==> config.mk <==
export PLATFORM = sky130hd
export DESIGN_NAME = dma_controller
export DESIGN_NICKNAME = d
export VERILOG_FILES = /design/src/rtl/dma_controller.sv
export SDC_FILE = /design/constraint.sdc
export NUM_CORES = 1
export LEC_CHECK = 0
export BUFFER_PORTS_ARGS = -buffer_cell sky130_fd_sc_hd__clkbuf_2
export CORE_AREA = 10 10 83 85
export CTS_CLUSTER_DIAMETER = 150
export DETAILED_ROUTE_END_ITERATION = 6
export DIE_AREA = 0 0 93 95
export PLACE_DENSITY_LB_ADDON = 0.05
export SYNTH_ARGS = -nofsm -noshare
export SYNTH_HDL_FRONTEND = slang
export SYNTH_SLANG_ARGS = --single-unit
==> constraint.sdc <==
create_clock -name clk -period 2.25 [get_ports clk]
set_input_delay 0.225 -clock clk [delete_from_list [all_inputs] [get_ports clk]]
set_output_delay 0.225 -clock clk [all_outputs]
set_load 0.03 [all_outputs]
==> src/rtl/dma_controller.sv <==
// Single-channel device-to-memory DMA engine: requests the bus, then reads a device word and writes it to memory, once per word.
// Optional cycle stealing is enabled by defining DMA_CYCLE_STEAL_EN; it releases the bus for one cycle after every 4 words.
module dma_controller (
  input  logic        clk,
  input  logic        reset_n,
  input  logic        cmd,
  input  logic [15:0] base_addr,
  input  logic [3:0]  length,
  output logic        BR,
  input  logic        BG,
  output logic        use_bus,
  output logic [3:0]  idx,
  input  logic [15:0] dev_data,
  output logic        m_write,
  output logic [15:0] m_addr,
  output logic [15:0] m_data,
  input  logic        m_ack,
  output logic        dma_end,
  output logic [2:0]  fsm_state
);

  typedef enum logic [2:0] {
    IDLE    = 3'd0,
    REQ     = 3'd1,
    READ    = 3'd2,
    WRITE   = 3'd3,
    RELEASE = 3'd4,
    DONE    = 3'd5
  } state_t;

  state_t      state, state_nx;
  logic [15:0] base_q;
  logic [3:0]  len_q;
  logic [3:0]  count;
  logic [15:0] data_q;
  logic [3:0]  len_clamp;
  logic [3:0]  count_inc;
  logic        steal;

  assign len_clamp = (length > 4'd12) ? 4'd12 : length;
  assign count_inc = count + 4'd1;

`ifdef DMA_CYCLE_STEAL_EN
  // count_inc is never 0 here, so a zero low pair means a nonzero multiple of 4.
  assign steal = (count_inc[1:0] == 2'b00);
`else
  assign steal = 1'b0;
`endif

  always_ff @(posedge clk or negedge reset_n) begin
    if (!reset_n) begin
      state  <= IDLE;
      base_q <= 16'h0000;
      len_q  <= 4'd0;
      count  <= 4'd0;
      data_q <= 16'h0000;
    end else begin
      state <= state_nx;
      case (state)
        IDLE: begin
          if (cmd) begin
            base_q <= base_addr;
            len_q  <= len_clamp;
            count  <= 4'd0;
          end
        end
        READ:    data_q <= dev_data;
        WRITE:   if (m_ack) count <= count_inc;
        default: ;
      endcase
    end
  end

  // Memory handshake: m_write/m_addr/m_data are held stable from WRITE entry
  // until the cycle m_ack is sampled high; that edge completes the word.
  always_comb begin
    state_nx = state;
    case (state)
      IDLE:    if (cmd) state_nx = (len_clamp == 4'd0) ? DONE : REQ;
      REQ:     if (BG) state_nx = READ;
      READ:    state_nx = WRITE;
      WRITE: begin
        if (m_ack) begin
          if (count_inc == len_q) state_nx = DONE;
          else if (steal)         state_nx = RELEASE;
          else if (!BG)           state_nx = REQ;
          else                    state_nx = READ;
        end
      end
      RELEASE: state_nx = REQ;
      DONE:    state_nx = IDLE;
      default: state_nx = IDLE;
    endcase
  end

  assign BR        = (state == REQ) || (state == READ) || (state == WRITE);
  assign use_bus   = (state == READ);
  assign idx       = use_bus ? count : 4'd0;
  assign m_write   = (state == WRITE);
  assign m_addr    = m_write ? (base_q + {12'h000, count}) : 16'h0000;
  assign m_data    = data_q;
  assign dma_end   = (state == DONE);
  assign fsm_state = state;

endmodule

# == Word-level counts from Yosys, hierarchy flattened ==
# Index checks and enable logic that the tools add are counted.
# op_classes
add_sub_neg,2
order_cmp,1
n_eq_ne,9
n_mux,13
reduce_logical,8
# ops
operator,count
16-bit by 4-bit adder with 16-bit output,1
16-bit 2-to-1 mux,1
4-bit 2-to-1 mux,4
3-bit 2-to-1 mux,5
3-bit case mux with 5 select lines,1
4-bit case mux with 2 select lines,1
3-bit by 2-bit == test with 1-bit output (second input constant),2
3-bit == test (second input constant),2
3-bit AND reduction,2
4-bit by 1-bit adder with 4-bit output (second input constant),1
4-bit == test,1
4-bit greater-than comparator (second input constant),1
4-bit logical NOT,1
2-bit inequality test (second input constant),2
3-bit by 1-bit == test with 1-bit output (second input constant),1
3-bit logical NOT,1
1-bit logical OR,2
2-bit 2-to-1 mux,1
2-bit by 1-bit inequality test with 1-bit output (second input constant),1
2-bit AND reduction,1
2-bit nonzero test,1
# word_totals
regBits,43
input_bits,41

# == Logic depth before layout (Yosys ltp) ==
# logic_depth
ltp_word,6
mapped_depth,7

# == Worst setup path before layout ==
# Ideal clock, no wire load.
# synth_path
path_kind,flip-flop to output port
from,register count[0]
to,output m_addr[14]
arrival_ns,2.300
t_required_ns,2.025
path_slack_ns,-0.275
stages_incl_launch_ff,8
path_buffers,0
path_cell_list,dfrtp_1 > ha_1 > fa_1 > a21o_1 > a21oi_1 > and4b_1 > xnor2_1 > nor2_1
# synth_via
elab_chain_cells,2
# synth_lines
element,line_no,rtl
from (decl),34,logic [3:0] count;
from (signal assigned),68,WRITE: if (m_ack) count <= count_inc;
16-bit by 4-bit adder with 16-bit output,100,"assign m_addr = m_write ? (base_q + {12'h000, count}) : 16'h0000;"
16-bit 2-to-1 mux,100,
to (decl),15,"output logic [15:0] m_addr,"
# No other way between the ends.

# == Worst setup path in the final report ==
# layout_path
from,register base_q[1]
to,output m_addr[13]
# layout_via
elab_chain_cells,2
# layout_lines
element,line_no,rtl
from (decl),32,logic [15:0] base_q;
from (signal assigned),62,base_q <= base_addr;
16-bit by 4-bit adder with 16-bit output,100,
16-bit 2-to-1 mux,100,
# No other way between the ends.

==> impl_metrics.py <==
metrics = {
    "outcome": {
        "status": "complete, but fails checks",
        "failed_checks": "negative hold slack, negative setup slack",
    },
    "placement": {
        "pre_cts_slack_ps": -83.18,
        "io_buffers": 83,
        "gp_congestion": 0.7853,
        "placed_area_mm2": 0.002848,
        "dp_hpwl_mm": 4.228,
    },
    "route": {
        "ant_nets": 0,
        "drt_wl_total_mm": 5.920,
        "vias": 1909,
        "drcViolationCount": 0,
        "wl_per_cell_um": 15.54,
        "vias_per_cell": 5.010,
        "dr.pass1.iters": 4,
        "drt_iter0_drc": 38,
    },
    "final_layout": {
        "final_nets": 355,
        "antenna_cells": 0,
        "final_cell_mix": "70 x clkbuf_2, 43 x dfrtp_1, 34 x mux2_2",
        "post-route-cell-area_mm2": 0.003157,
        "syn2layout_area_growth_pct": 39.86,
        "drive_gt1_share_pct": 53.72,
        "multi_input_area_mm2": 0.001212,
        "register_area_mm2": 0.001076,
        "layout_commonest_cell": "clkbuf_2",
        "fillerInstances": 494,
    },
    "grt": {
        "grt_pass1_wl_mm": 9.522,
        "first_global_vias": 1964,
        "grt_overflow": 0,
        "antenna_found_initial": 0,
        "track_usage_pct": 13.36,
        "grt_max_degree": 44,
    },
    "yosys": {
        "yosysUniqueCellTypes": 35,
        "synth_compound_area_share_pct": 7.816,
        "synth-seq-cells": 43,
        "synthMuxAreaShare_pct": 16.96,
        "syn_inst": 208,
        "synthesis.nets": 255,
        "synth_top_family_by_area": "multiplexers",
        "syn_area_per_cell_um2": 10.85,
        "synth_xor_area_share_pct": 5.432,
        "ys_seq_area_share_pct": 47.67,
        "yosys.area_share.simple_pct": 15.91,
        "yosys_warnings": 0,
        "synth_fa_ha_area_share_pct": 3.659,
        "synthesis.area_mm2": 0.002257,
    },
    "floorplanning": {
        "io_pins": 84,
        "die_area_mm2": 0.008835,
        "start_util_pct": 42.29,
        "core_mm2": 0.005338,
        "die-width_um": 93,
        "std_cell_rows": 27,
        "die_y_um": 95,
    },
    "worst_setup_path": {
        "cp-start-kind": "flip-flop",
        "cp_max_fo": 6,
        "path_class": "reg -> out",
        "cp-end-kind": "primary output",
        "required_ps": 2030,
        "arrival_ps": 2270,
    },
    "timing": {
        "fmax_mhz": 401.4,
        "setup_violations": 12,
        "whs_ps": -4.472,
        "fin_worst_skew_ps": 9.175,
        "layout_setup_ws_ps": -241.2,
        "rsz0062_at_grt": "yes",
        "slew_viol_final": 0,
        "hold_violations": 6,
        "relSlewSlack_pct": 63.06,
        "final.min_clock_period_ps": 2491,
        "tightest_slew_ps": 554.1,
        "min_period_over_period_pct": 110.7,
        "setup-tns-final_ps": -2337,
    },
    "clock_network": {
        "cts-root-buf": "clkbuf_8",
        "cts_max_path_buffers": 2,
        "cts_buffers": 5,
        "h-tree-depth": 2,
        "clock_sinks": 43,
        "path_clk_slew_ps": 80,
        "cts_tree": "built",
        "clk-insertion-delay-late_ps": 290,
    },
    "pwr": {
        "leakagePower_nw": 1.464,
        "power_density_mw_per_mm2": 1595,
        "ir_worst_vdd_mv": 0.7013,
    },
    "run": {
        "drv_cap": 0,
    },
    "worst_hold_path": {
        "hold_class": "in -> async",
    },
}
-- critical path: stages (launching register included) --
cell and delay [ps]:
dfrtp_1 400, buf_4 140, ha_1 270, a21o_1 110
a21o_1 140, a21oi_2 80, buf_6 140, or3_1 320
a21oi_2 180, clkbuf_8 180
-- final timing paths --
kind,slack [ps],endpoint,start,cells past startpoint
setup reg to reg,340,fsm_state[1]$_DFFE_PN0P_,count[1]$_DFFE_PN0P_,8
min in group clk,150,base_q[4]$_DFFE_PN0P_,base_addr[4],3
hold reg to reg,510,m_data[6]$_DFFE_PN0P_,m_data[6]$_DFFE_PN0P_,1
setup / recovery,-240,m_addr[13],base_q[1]$_DFFE_PN0P_,9
max in group asynchronous,1870,len_q[1]$_DFFE_PN0P_,reset_n,2
hold / removal,-4,base_q[0]$_DFFE_PN0P_,reset_n,2
-- registers in the layout, summed over array words and instances (netlist names) --
name       cells
fsm_state      3
base_q        16
count          4
len_q          4
m_data        16
-- power by group --
group          total (mW)  switching [mW]  internal, mW
Sequential           1.48           0.325          1.15
Clock               0.485           0.268         0.217
Combinational        3.07            1.72          1.35
Total                5.04            2.31          2.72
-- Yosys cell counts --
cell type	instances	area (um^2)
or3_2	1	7.510
nor2_1	13	48.80
nand2_1	13	48.80
or4_1	1	7.510
nand3b_1	1	7.510
nand3_1	10	50.05
ha_1	5	62.56
nand2b_1	1	6.260
clkbuf_1	2	7.510
nor4_1	1	6.260
a21o_1	4	30.03
buf_2	7	35.03
nor3b_1	2	15.01
a32o_1	1	10.01
and3_1	1	6.260
o21ai_0	14	70.07
and2_1	6	37.54
fa_1	1	20.02
nor2b_1	1	6.260
xnor2_1	11	96.34
nor3_2	1	10.01
nand4_1	1	6.260
a2bb2oi_1	1	8.760
xor2_1	3	26.28
a21oi_1	9	45.04
and4_4	1	11.26
or3_1	6	37.54
and3_4	1	11.26
mux2_2	34	382.9
inv_1	4	15.01
a31oi_1	1	6.260
o22ai_1	1	6.260
nor3_1	5	25.02
dfrtp_1	43	1076
and4b_1	1	10.01
-- routing by layer --
| metal | global-route usage [%] | up-vias | routed length, um |
|---|---|---|---|
| met5 | 0 | - | 0 |
| met4 | 3.856 | 0 | 34 |
| met3 | 5.948 | 4 | 461 |
| met2 | 22.90 | 48 | 3068 |
| met1 | 14.70 | 921 | 2356 |
| li1 | - | 936 | - |
-- logic make-up (layout without fill, tap and decap cells) --
group           after synthesis  in the layout
mux                          34             34
fa+ha+maj                     6              6
xor+xnor                     14             14
simple gates                 67             67
buf+inv                      13            114
compound gates               31             31
flops                        43             43
-- final cells by class --
type / count / area share, %
clock buffer: 6 / 2.299
timing repair buffer: 102 / 21.48
inverter: 4 / 0.4756
sequential: 43 / 34.09
multi-input combinational: 152 / 38.41
tap: 72 / 2.854
clock inverter: 2 / 0.3964
-- metrics by stage --
step	std cells	util, %	total power [mW]
2_1_floorplan	208	-	3.414
6_report	381	59.14	5.036
3_3_place_gp	365	53.35	4.178
3_5_place_dp	365	53.35	4.209
5_1_grt	381	59.14	5.412
4_1_cts	379	58.20	4.999
-- timing repair --
action | 4_1_cts | 5_1_grt
gates resized for setup | 37 | 12
hold buffers | 0 | 0
cloned | 1 | 0
setup buffers | 5 | 3
pin swaps | 12 | 7
hold endpoints to repair | 0 | 0
setup endpoints to repair | 12 | 12
Power figures use the tool's default switching activity.
